===== config.mk =====
export PLATFORM = sky130hd
export DESIGN_NAME = rvx_core_bus_arbiter
export DESIGN_NICKNAME = d
export VERILOG_FILES = /design/src/rtl/rvx_core_bus_arbiter.sv
export SDC_FILE = /design/constraint.sdc
export NUM_CORES = 1
export LEC_CHECK = 0
export CORE_MARGIN = 1.5
export CORE_UTILIZATION = 39
export DETAILED_ROUTE_END_ITERATION = 10
export PLACE_DENSITY = 0.86
export SLEW_MARGIN = 25
export SYNTH_ARGS = -nofsm -noshare
export SYNTH_HDL_FRONTEND = slang
export SYNTH_SLANG_ARGS = --single-unit

===== constraint.sdc =====
create_clock -name clock -period 1.7 [get_ports clock]
set_input_delay 0.34 -clock clock [delete_from_list [all_inputs] [get_ports clock]]
set_output_delay 0.34 -clock clock [all_outputs]
set_load 0.02 [all_outputs]

===== src/rtl/rvx_core_bus_arbiter.sv =====
// rvx_core_bus_arbiter: merges the core ibus and dbus onto one shared memory port, one transaction at a time.
// Define RVX_BUS_ARBITER_ROUND_ROBIN_EN to alternate grants when both buses are waiting (default: dbus priority).
module rvx_core_bus_arbiter (
    input  logic        clock,
    input  logic        reset_n,
    input  logic [31:0] ibus_address,
    input  logic        ibus_rrequest,
    output logic [31:0] ibus_rdata,
    output logic        ibus_rresponse,
    input  logic [31:0] dbus_address,
    input  logic        dbus_rrequest,
    input  logic        dbus_wrequest,
    input  logic [31:0] dbus_wdata,
    input  logic [3:0]  dbus_wstrobe,
    output logic [31:0] dbus_rdata,
    output logic        dbus_rresponse,
    output logic        dbus_wresponse,
    output logic [31:0] mem_address,
    output logic        mem_rrequest,
    output logic        mem_wrequest,
    output logic [31:0] mem_wdata,
    output logic [3:0]  mem_wstrobe,
    input  logic [31:0] mem_rdata,
    input  logic        mem_rresponse,
    input  logic        mem_wresponse
);
    typedef enum logic [1:0] {IDLE, BUSY_I, BUSY_D} state_t;
    state_t      state_q, state_d;
    logic        i_pend_q, i_pend_d, d_pend_q, d_pend_d, d_write_q, d_write_d;
    logic [31:0] i_addr_q, i_addr_d, d_addr_q, d_addr_d, d_wdata_q, d_wdata_d;
    logic [3:0]  d_wstrobe_q, d_wstrobe_d;
    logic [31:0] addr_q, addr_d, wdata_q, wdata_d;
    logic [3:0]  wstrobe_q, wstrobe_d;
    logic        rreq_q, rreq_d, wreq_q, wreq_d;
    logic        i_clr, d_clr, i_acc, d_acc, go, pick_d, pick_i, prefer_d;

    always_ff @(posedge clock) begin
        if (!reset_n) begin
            state_q     <= IDLE;
            i_pend_q    <= 1'b0;
            i_addr_q    <= '0;
            d_pend_q    <= 1'b0;
            d_write_q   <= 1'b0;
            d_addr_q    <= '0;
            d_wdata_q   <= '0;
            d_wstrobe_q <= '0;
            addr_q      <= '0;
            wdata_q     <= '0;
            wstrobe_q   <= '0;
            rreq_q      <= 1'b0;
            wreq_q      <= 1'b0;
        end else begin
            state_q     <= state_d;
            i_pend_q    <= i_pend_d;
            i_addr_q    <= i_addr_d;
            d_pend_q    <= d_pend_d;
            d_write_q   <= d_write_d;
            d_addr_q    <= d_addr_d;
            d_wdata_q   <= d_wdata_d;
            d_wstrobe_q <= d_wstrobe_d;
            addr_q      <= addr_d;
            wdata_q     <= wdata_d;
            wstrobe_q   <= wstrobe_d;
            rreq_q      <= rreq_d;
            wreq_q      <= wreq_d;
        end
    end

    // Slots see this cycle's requests and completions, so arbitration happens in the same cycle.
    always_comb begin
        i_clr       = state_q == BUSY_I && mem_rresponse;
        d_clr       = state_q == BUSY_D && (d_write_q ? mem_wresponse : mem_rresponse);
        i_acc       = ibus_rrequest && (!i_pend_q || i_clr);
        d_acc       = (dbus_rrequest || dbus_wrequest) && (!d_pend_q || d_clr);
        i_pend_d    = (i_pend_q && !i_clr) || i_acc;
        d_pend_d    = (d_pend_q && !d_clr) || d_acc;
        i_addr_d    = i_acc ? ibus_address : i_addr_q;
        d_write_d   = d_acc ? dbus_wrequest : d_write_q;
        d_addr_d    = d_acc ? dbus_address : d_addr_q;
        d_wdata_d   = d_acc ? dbus_wdata : d_wdata_q;
        d_wstrobe_d = d_acc ? dbus_wstrobe : d_wstrobe_q;
        go          = state_q == IDLE || i_clr || d_clr;
        pick_d      = go && d_pend_d && (!i_pend_d || prefer_d);
        pick_i      = go && i_pend_d && !pick_d;
        state_d     = pick_d ? BUSY_D : pick_i ? BUSY_I : go ? IDLE : state_q;
    end

    always_comb begin
        rreq_d         = pick_i || (pick_d && !d_write_d);
        wreq_d         = pick_d && d_write_d;
        addr_d         = pick_d ? d_addr_d : pick_i ? i_addr_d : addr_q;
        wdata_d        = pick_d ? d_wdata_d : wdata_q;
        wstrobe_d      = pick_d ? d_wstrobe_d : wstrobe_q;
        ibus_rresponse = i_clr;
        ibus_rdata     = state_q == BUSY_I ? mem_rdata : '0;
        dbus_rresponse = state_q == BUSY_D && !d_write_q && mem_rresponse;
        dbus_wresponse = state_q == BUSY_D && d_write_q && mem_wresponse;
        dbus_rdata     = state_q == BUSY_D ? mem_rdata : '0;
    end

`ifdef RVX_BUS_ARBITER_ROUND_ROBIN_EN
    logic last_q;
    always_ff @(posedge clock) last_q <= !reset_n ? 1'b0 : pick_d ? 1'b1 : pick_i ? 1'b0 : last_q;
    assign prefer_d = !last_q;
`else
    assign prefer_d = 1'b1;
`endif

    assign mem_address  = addr_q;
    assign mem_rrequest = rreq_q;
    assign mem_wrequest = wreq_q;
    assign mem_wdata    = wdata_q;
    assign mem_wstrobe  = wstrobe_q;
endmodule


# Word-level counts from Yosys, hierarchy flattened

Index checks and enable logic that the tools add are counted.

Flip-flop bits (word level): 175
Input bits: 139
Output and inout port bits: 137

Equal/unequal tests: 2
Multiplexer cells: 13
Bitwise operators: 1
Reductions and logical operators: 35

Operators by type and width:

| cell                 | count |
|---|---|
| $mux W32             | 7 |
| $logic_and A1 B1 Y1  | 15 |
| $logic_or A1 B1 Y1   | 8 |
| $logic_not A1 Y1     | 7 |
| $mux W2              | 3 |
| $mux W4              | 1 |
| $reduce_bool A2 Y1   | 2 |
| $reduce_bool A3 Y1   | 1 |
| $eq A2 B1 Y1 const B | 1 |
| $eq A2 B2 Y1 const B | 1 |
| $logic_not A2 Y1     | 1 |
| $mux W1              | 2 |
| $reduce_or A2 Y1     | 1 |
| $not A1 Y1           | 1 |

# Depth between registers and ports, before layout

Gate-level depths: netlist of the first run.

Depth in word-level cells: 10
Gate-level depth with buffers: 9
Depth with buffers taken out: 5

# Worst setup path before layout of the first run

OpenSTA, ideal clock, no wires.

Path type: flip-flop to flip-flop
Start: register (tool-made name)
End: register wdata_q[22] (netlist: mem_wdata[22])
Arrival time: 1.719 ns
Data required time: 1.576 ns
Setup slack: -0.143 ns
Cell stages (with the launch flop): 8
Path buffers: 2
Period minus slack after synthesis: 1.843 ns
Cells stage by stage: dfxtp_1 mux2i_2 o21ai_2 nand2_1 buf_4 buf_2 mux2i_1 a21oi_1

RTL lines:

| what                 | line | source |
|---|---|---|
| to (signal assigned) | 62   | `wdata_q <= wdata_d;` |
| to (decl)            | 32   | `logic [31:0] addr_q, addr_d, wdata_q, wdata_d;` |

# Worst setup path in the final report of the first run

Start: register state_q[0]
End: output dbus_wresponse

Longest elaborated chain between the ends: 3

RTL lines:

| what                             | line | source |
|---|---|---|
| from (decl)                      | 28   | `state_t state_q, state_d;` |
| from (signal assigned)           | 53   | `state_q <= state_d;` |
| $eq A2 B2 Y1                     | 97   | `dbus_wresponse = state_q == BUSY_D && d_write_q && mem_wresponse;` |
| $logic_and A1 B1 Y1 (2 in a row) | 97   |  |
| to (decl)                        | 17   | `output logic dbus_wresponse,` |

Every way passes these cells.

==> reports/results.ini, run 1 <==
[placed_design]
place.detailed.hpwl_mm = 15.9
placed_cell_area_um2 = 10300
placed_cells = 1254
gpl.final_weighted_congestion = 0.805
port-buffer-count = 275

[power]
power_frac_clock_pct = 31.5
comb_power_share_pct = 31.2
switching_share_pct = 30.9
report.power.total_mw = 12.8
vdd.ir_drop.worst_mv = 0.677
p_sw_mw = 3.95
power_frac_seq_pct = 37.3
cellInternalPower_mw = 8.84
power_density_nw_per_um2 = 937
p_leak_nw = 5.97

[finish]
area.growth.synth_to_final_pct = 94.7
layoutNonFillerInstCount = 1345
mostFrequentLayoutCell = dfxtp_1
num-nets-final = 1241
layout.cells.most_common_list = dfxtp_1 (172), clkdlybuf4s50_1 (135), buf_6 (89)
final_cell_area_um2 = 13700
utilization_after_layout_pct = 78.4
layout-drive-gt1-share_pct = 42.8

[logic_synthesis]
syn-instance-count = 766
synth-edff-count = 0
synth.top_cell.area_share_pct = 50.0
netlist-cell-type-count = 39
syn_area_um2 = 7010
ys_warn_count = 0
mean_instance_size_in_the_synthesized_netlist_um2 = 9.16
synthesis.nets = 905
synth-seq-cells = 175
synthTopCellsByArea = dfxtp_1 (50%), mux2i_1 (9.7%), and2_1 (5.8%)
yosysTopAreaCell = dfxtp_1
synth.yosys.seq_area_share_pct = 50.0
synth-async-reset-ratio_pct = 0
synth_ff_type = dfxtp_1

[sta]
timing.final.crit_share_pct = 114
grt_setup_unrepaired = yes
report.final.slew_viol_count = 0
hold_viol = 0
min_period_ps = 1940
slack_of_the_critical_path_ps = -237
tightest_slew_ps = 573
fin_worst_hold_slack_ps = 307
clock_skew_ps = 8.91
fmax_mhz = 516
finalSetupViolCount = 201
worst_slew_margin_rel_pct = 61.8

[min_path]
start_point_of_the_worst_hold_path = reset_n
min_to = mem_wdata[22]$_SDFFE_PN0P_
hold_path_depth = 3
timing.hold.worst.class = in2reg

[critical_path]
worstReg2RegEnd = mem_wdata[17]$_SDFFE_PN0P_
depth_of_the_worst_register_to_register_path = 9
cp_data_required_time_ps = 1360
regToRegSetupSlack_ps = -230
cp_max_fo = 5
timing.critical_path.from_type = flip-flop
critPathArrivalTime_ps = 1600
worst-setup-path-type = reg2out
worst_setup_path_end_kind = output port

[clock_tree]
insertion_delay_of_the_later_clocked_pin_in_the_worst_skew_pair_ps = 430
number_of_buffers_inserted_during_clock_tree_synthesis = 17
cts.clk_slew.worst_paths_ps = 70
clk_root_buffer_cell = clkbuf_16
cts_htree_levels = 4
clock_path_buffers = 2
cts_hold_repair.buffers = 0
clock_sink_count = 175
tritoncts = built

[global_routing]
grt_max_degree = 53
grt_first_pass_wirelength_mm = 38.8
grt_pass1_vias = 7314
grt.total_usage_pct = 27.4
initial_antenna_violation_count = 5
remaining_global_route_overflow = 0

[floorplan]
die_h_um = 137
floorplan.core_area_um2 = 17400
floorplan.rows = 48
die_w_um = 137
floorplan.initialDensity_pct = 40.3
num_io_pins = 276
fp.dieArea_um2 = 18800

[route]
vias = 7338
drt_via_density = 5.46
drc_markers = 0
detailedRoute.firstPassIterationCount = 5
wl_mm = 29.7
routedWlPerCell_um = 22.1
detail_route.iter0.violations = 400
antenna_left = 0

[run]
timing.max_cap.violations = 0

[status]
violations = setup timing
status = finished with violations

## synthesized netlist by cell type (all sizes together) (13+ instances only)
| master | n |
|---|---|
| a22oi | 21 |
| buf | 31 |
| and2 | 65 |
| nand3 | 19 |
| dfxtp | 175 |
| a21oi | 72 |
| and3 | 13 |
| nor2 | 65 |
| clkbuf | 33 |
| o211ai | 13 |
| o21ai | 41 |
| nand2 | 96 |
| mux2i | 69 |
## stage by stage
stage | setup slack [ps] | setup TNS, ps
after floorplan | -57.0 | -972
after global placement | -648 | -95860
after detailed placement | -635 | -98640
after CTS | -168 | -18540
after global routing | -270 | -33700
final | -237 | -23920
## power by group through the flow
stage                     logic [mW]  registers (mW)  clock network, mW
after floorplan                 1.08            4.93                  0
after global placement          2.57            4.72                  0
after detailed placement        2.62            4.73                  0
after CTS                       3.34            4.67               4.03
after global routing            4.17            4.80               4.25
final                           3.99            4.77               4.04
## layout make-up
type	instances	area (um2)
well taps	225	282
clock inverters	13	151
clock buffers	19	453
diodes	5	12.5
inverters	4	16.3
multi-input cells	523	4770
flip-flops and latches	175	3510
repair buffers	381	4450
fillers	1019	3760
## flip-flops by register name (all words and copies together), names as in the netlist, named ones only
name / flops
mem_wstrobe: 4
mem_wrequest: 1
d_wdata_q: 32
d_addr_q: 32
mem_wdata: 32
state_q: 2
i_addr_q: 32
d_pend_q: 1
i_pend_q: 1
mem_rrequest: 1
mem_address: 32
d_wstrobe_q: 4
## cell families after synthesis
| group | count (synthesis) | share of synthesized area [%] |
|---|---|---|
| AND/OR/NAND/NOR | 277 | 19.2 |
| AO/OA/AOI/OAI | 177 | 16.1 |
| flip-flops | 175 | 50.0 |
| multiplexers | 69 | 9.90 |
| buffers and inverters | 68 | 4.83 |
## timing repair
| action | in CTS | in global routing |
|---|---|---|
| setup buffers | 24 | 21 |
| cloned | 16 | 8 |
| setup endpoints to repair | 232 | 260 |
| pin swaps | 39 | 82 |
| resized for setup | 591 | 333 |
## worst max path at each step
stage,from,slack [ps],depth (start not counted),end
2_1_floorplan,flip-flop,-60,7,mem_address[1]$_SDFFE_PN0P_
3_3_place_gp,mem_rresponse,-650,4,ibus_rresponse
3_5_place_dp,mem_rresponse,-640,8,mem_address[14]$_SDFFE_PN0P_
4_1_cts,state_q[1]$_SDFFE_PN0P_,-170,6,dbus_rdata[25]
5_1_grt,flip-flop,-270,9,mem_wdata[17]$_SDFFE_PN0P_
6_report,state_q[0]$_SDFFE_PP0P_,-240,6,dbus_wresponse
## worst max-delay path, stage by stage (launching register included)
cell	delay (ps)
dfxtp_4	360
buf_6	120
nor2_4	90
buf_12	140
buf_12	130
and3_1	200
buf_6	130
## layer usage
layer / vias to the layer above / GRT usage, % / wire [um] / part of all wire, %
met5: - / 0 / 0 / 0
met4: 0 / 13.6 / 1250 / 4.2
met3: 96 / 9.37 / 2470 / 8.3
met2: 339 / 50.7 / 16200 / 55
met1: 3563 / 27.0 / 9790 / 33
li1: 3340 / - / - / -
Power figures use the tool's default switching activity.
==> inputs of run 2 (changes only) <==
CORE_UTILIZATION = 44   (was 39)
PLACE_DENSITY = 0.91   (was 0.86)
clock period = 1.91 ns   (was 1.7 ns; I/O delays follow)
==> run 2 against run 1 <==
Effect of this change: the flow still finishes with violations (setup timing); total power down 21%; first-iteration DRC count up 25%; final cell count down 3.7%; non-clock buffer count down 36; largest power group unchanged.
==> reports/results.ini, run 2 (same netlist as run 1, synthesis figures left out) <==
[floorplan]
fp.dieArea_um2 = 16700
die_w_um = 129
floorplan.core_area_um2 = 15400
floorplan.initialDensity_pct = 45.6
num_io_pins = 276
floorplan.rows = 45
die_h_um = 129

[clock_tree]
clock_path_buffers = 2
clock_sink_count = 175
clk_root_buffer_cell = clkbuf_16
cts_hold_repair.buffers = 0
cts.clk_slew.worst_paths_ps = 60
cts_htree_levels = 4
tritoncts = built
number_of_buffers_inserted_during_clock_tree_synthesis = 17
insertion_delay_of_the_later_clocked_pin_in_the_worst_skew_pair_ps = 420

[route]
routedWlPerCell_um = 18.0
detailedRoute.firstPassIterationCount = 7
wl_mm = 23.3
drc_markers = 0
antenna_left = 0
drt_via_density = 5.28
detail_route.iter0.violations = 501
vias = 6834

[status]
status = finished with violations
violations = setup timing

[placed_design]
place.detailed.hpwl_mm = 15.4
dpl_worst_slack_ps = -531
placed_cells = 1238
port-buffer-count = 275
gpl.final_weighted_congestion = 0.794

[critical_path]
worst_setup_path_end_kind = output port
cp_max_fo = 16
cp_data_required_time_ps = 1530
timing.critical_path.from_type = flip-flop
worst-setup-path-type = reg2out
critPathArrivalTime_ps = 1570

[sta]
setup_tns_ps = -630
timing.final.crit_share_pct = 102
slack_of_the_critical_path_ps = -47.0
tightest_slew_ps = 467
hold_viol = 0
min_period_ps = 1960
worst_slew_margin_rel_pct = 68.9
fmax_mhz = 511
finalSetupViolCount = 35
clock_skew_ps = 10.4
grt_setup_unrepaired = yes
report.final.slew_viol_count = 0

[finish]
layout-drive-gt1-share_pct = 23.9
layout.filler_cells = 1031
utilization_after_layout_pct = 75.1
multi_input_comb_area_um2 = 3610
layout.cells.most_common_list = clkdlybuf4s50_1 (205), dfxtp_1 (172), nand2_1 (95)
layoutNonFillerInstCount = 1295
area.growth.synth_to_final_pct = 64.7
num-nets-final = 1205
regArea_um2 = 3510
mostFrequentLayoutCell = clkdlybuf4s50_1

[min_path]
timing.hold.worst.class = reg2reg

[global_routing]
grt_first_pass_wirelength_mm = 33.6
grt.total_usage_pct = 26.0
remaining_global_route_overflow = 0
grt_max_degree = 62
grt_pass1_vias = 6758
initial_antenna_violation_count = 5

[power]
power_frac_seq_pct = 41.3
p_sw_mw = 2.82
comb_power_share_pct = 25.9
power_density_nw_per_um2 = 870
vdd.ir_drop.worst_mv = 0.767
switching_share_pct = 28.1
p_leak_nw = 4.74
power_frac_clock_pct = 32.7
cellInternalPower_mw = 7.23

[run]
timing.max_cap.violations = 0

## run 2: what timing repair did
item,in CTS,in global routing
gates resized for setup,329,158
pin swaps,3,19
gates cloned,3,4
endpoints found under the setup margin,122,169
buffers inserted,7,9
## run 2: final timing paths
check / start / endpoint / slack [ps] / depth (start not counted)
setup / recovery: state_q[1]$_SDFFE_PN0P_ / dbus_rdata[5] / -50 / 5
hold / removal: d_addr_q[2]$_SDFF_PN0_ / d_addr_q[2]$_SDFF_PN0_ / 460 / 2
setup reg to reg: flip-flop / mem_address[17]$_SDFFE_PN0P_ / -40 / 8
hold reg to reg: d_addr_q[2]$_SDFF_PN0_ / d_addr_q[2]$_SDFF_PN0_ / 460 / 2
## run 2: per-layer routing
metal	wire (um)	up-vias	track usage, %
met5	0	-	0
li1	-	3237	-
met1	8390	3247	26.3
met4	725	0	13.0
met2	12100	304	46.8
met3	2100	46	9.70
## run 2: layout make-up
class / count / area share (%)
well taps: 211 / 2.29
clock buffers: 23 / 4.14
repair buffers: 345 / 31.0
clock inverters: 9 / 0.726
inverters: 4 / 0.130
flip-flops and latches: 175 / 30.4
diodes: 5 / 0.108
multi-input cells: 523 / 31.2
## run 2: worst max-delay path, stage by stage (launching register included)
cell and delay (ps):
dfxtp_2 360, inv_2 60, nor2_4 140, bufbuf_16 300
and2_1 130, buf_2 160
## run 2: metrics by stage
stage	cell area (um2)	power, mW	hold WS [ps]
floorplan	7010	5.34	436
global placement	10200	6.43	442
detailed placement	10200	6.48	449
CTS	10800	9.81	456
global route	11500	10.4	477
finish	11500	10.0	455
## run 2: power groups by stage
| stage | Combinational [mW] | Sequential (mW) | Clock (mW) |
|---|---|---|---|
| 3_5_place_dp | 2.28 | 4.21 | 0 |
| 2_1_floorplan | 0.951 | 4.39 | 0 |
| 4_1_cts | 2.34 | 4.14 | 3.33 |
| 6_report | 2.61 | 4.15 | 3.29 |
| 5_1_grt | 2.76 | 4.18 | 3.50 |
| 3_3_place_gp | 2.23 | 4.20 | 0 |
==> inputs of run 3 (changes only) <==
PLACE_DENSITY = 0.89   (was 0.91)
==> run 3 against run 2 <==
Effect of this change: the run still ends with setup timing left; final cell count grew 0.77%; register-to-register slack gained 40 ps; maximum frequency grew 2.3%; highest routed layer unchanged; combinational power grew 5%.
==> reports/results.ini, run 3 (same netlist as run 1, synthesis figures left out) <==
[route]
wl_mm = 23.8
wirelength_met1_mm = 8.25
antenna_left = 0
drt_via_density = 5.26
detail_route.iter0.violations = 424
metal2_wl_mm = 12.5
routedWlPerCell_um = 18.3
topRoutingLayerUsed = met4
vias = 6863
wl_met3_mm = 2.30
detailedRoute.firstPassIterationCount = 5
drc_markers = 0

[power]
p_leak_nw = 4.87
power_density_nw_per_um2 = 876
vdd.ir_drop.worst_mv = 0.642

[min_path]
start_point_of_the_worst_hold_path = reset_n
timing.hold.worst.class = in2reg
min_to = d_addr_q[15]$_SDFF_PN0_
hold_path_depth = 2

[placed_design]
gpl.final_weighted_congestion = 0.854
dpl_worst_slack_ps = -530
port-buffer-count = 275
place.detailed.hpwl_mm = 15.9
placed_cells = 1243

[sta]
min_period_ps = 1910
report.final.slew_viol_count = 0
finalSetupViolCount = 1
fin_worst_hold_slack_ps = 400
worst_slew_margin_rel_pct = 67.1
slack_of_the_critical_path_ps = -3.63
timing.final.crit_share_pct = 100
grt_setup_unrepaired = yes
fmax_mhz = 523
setup_tns_ps = -3.63
clock_skew_ps = 8.03
hold_viol = 0
tightest_slew_ps = 493

[run]
timing.max_cap.violations = 0

[clock_tree]
insertion_delay_of_the_later_clocked_pin_in_the_worst_skew_pair_ps = 430
clock_sink_count = 175
clk_root_buffer_cell = clkbuf_16
cts_htree_levels = 4
cts_hold_repair.buffers = 0
clock_path_buffers = 2
cts.clk_slew.worst_paths_ps = 60
tritoncts = built
number_of_buffers_inserted_during_clock_tree_synthesis = 17

[critical_path]
worst_setup_path_end_kind = flip-flop
cp_data_required_time_ps = 2280
depth_of_the_worst_register_to_register_path = 8
worst-setup-path-type = reg2reg
critPathArrivalTime_ps = 2280
cp_max_fo = 6
worstReg2RegEnd = mem_address[31]$_SDFFE_PN0P_
worstReg2RegStart = state_q[0]$_SDFFE_PP0P_
regToRegSetupSlack_ps = -4
timing.critical_path.from_type = flip-flop

[finish]
mostFrequentLayoutCell = clkdlybuf4s50_1
layout.filler_cells = 1040
area.growth.synth_to_final_pct = 66.3
utilization_after_layout_pct = 75.9
num-nets-final = 1216
layout.cells.most_common_list = clkdlybuf4s50_1 (205), dfxtp_1 (172), nand2_1 (95)
layoutNonFillerInstCount = 1305
layout-drive-gt1-share_pct = 23.9

[global_routing]
grt_pass1_vias = 6787
grt_first_pass_wirelength_mm = 34.6
initial_antenna_violation_count = 4
remaining_global_route_overflow = 0
grt.total_usage_pct = 27.1
grt_max_degree = 55

[status]
status = finished with violations
violations = setup timing

[floorplan]
die_w_um = 129
num_io_pins = 276
fp.dieArea_um2 = 16700
floorplan.initialDensity_pct = 45.6
die_h_um = 129
floorplan.core_area_um2 = 15400
floorplan.rows = 45

==> run 3: changes by cell type in the layout (fill, tap and decap cells not counted), moves of 4 or more <==
cell     change
buf_2        -4
buf_6        +9
mux2i_1     +14
buf_4        -5
buf_16       +5
mux2i_4     -14
==> run 3: power by group <==
part           total [mW]  internal, mW  leakage [nW]  switching [mW]
logic                2.74          1.45          3.16            1.29
registers            4.15          3.98          1.45           0.166
clock network        3.33          1.87         0.269            1.46
total                10.2          7.31          4.87            2.91
==> run 3: metrics by stage <==
step	cell area [um2]	power (mW)
after floorplan	7010	5.34
after global placement	10300	6.46
after detailed placement	10300	6.52
after CTS	10900	9.95
after global routing	11700	10.6
final	11700	10.2
==> run 3: what timing repair did <==
action | 4_1_cts | 5_1_grt
gates resized for setup | 294 | 184
gates cloned | 5 | 5
setup buffers | 10 | 6
pin swaps | 4 | 24
setup endpoints to repair | 119 | 152
==> run 3: how the worst max path moves through the flow <==
stage,from,endpoint,slack (ps),cells past startpoint
after floorplan,flip-flop,mem_wdata[22]$_SDFFE_PN0P_,70,7
after global placement,mem_rresponse,mem_address[28]$_SDFFE_PN0P_,-380,7
after detailed placement,mem_rresponse,mem_address[27]$_SDFFE_PN0P_,-530,7
after CTS,state_q[1]$_SDFFE_PN0P_,dbus_rdata[28],-90,6
after global routing,state_q[1]$_SDFFE_PN0P_,mem_address[5]$_SDFFE_PN0P_,-70,8
final,state_q[0]$_SDFFE_PP0P_,mem_address[31]$_SDFFE_PN0P_,-4,8
==> run 3: metal layers <==
| metal | vias to the layer above | track usage (%) |
|---|---|---|
| li1 | 3271 | - |
| met1 | 3225 | 26.2 |
| met2 | 312 | 50.2 |
| met3 | 55 | 10.7 |
| met4 | 0 | 12.9 |
| met5 | - | 0 |
==> run 3: layout make-up <==
| type | instances | area [um2] | area share (%) |
|---|---|---|---|
| diodes | 4 | 10.0 | 0.0858 |
| clock buffers | 20 | 457 | 3.92 |
| clock inverters | 12 | 110 | 0.944 |
| inverters | 4 | 15.0 | 0.129 |
| multi-input cells | 523 | 3440 | 29.5 |
| flip-flops and latches | 175 | 3510 | 30.1 |
| well taps | 211 | 264 | 2.26 |
| repair buffers | 356 | 3860 | 33.1 |
==> run 3: critical path, stage by stage (launching register included) <==
cell and delay [ps]:
dfxtp_4 360, buf_6 130, nand2b_4 160, o21a_4 230, o41ai_4 380, buf_6 180, buf_12 120, and3_4 180
a221o_1 110
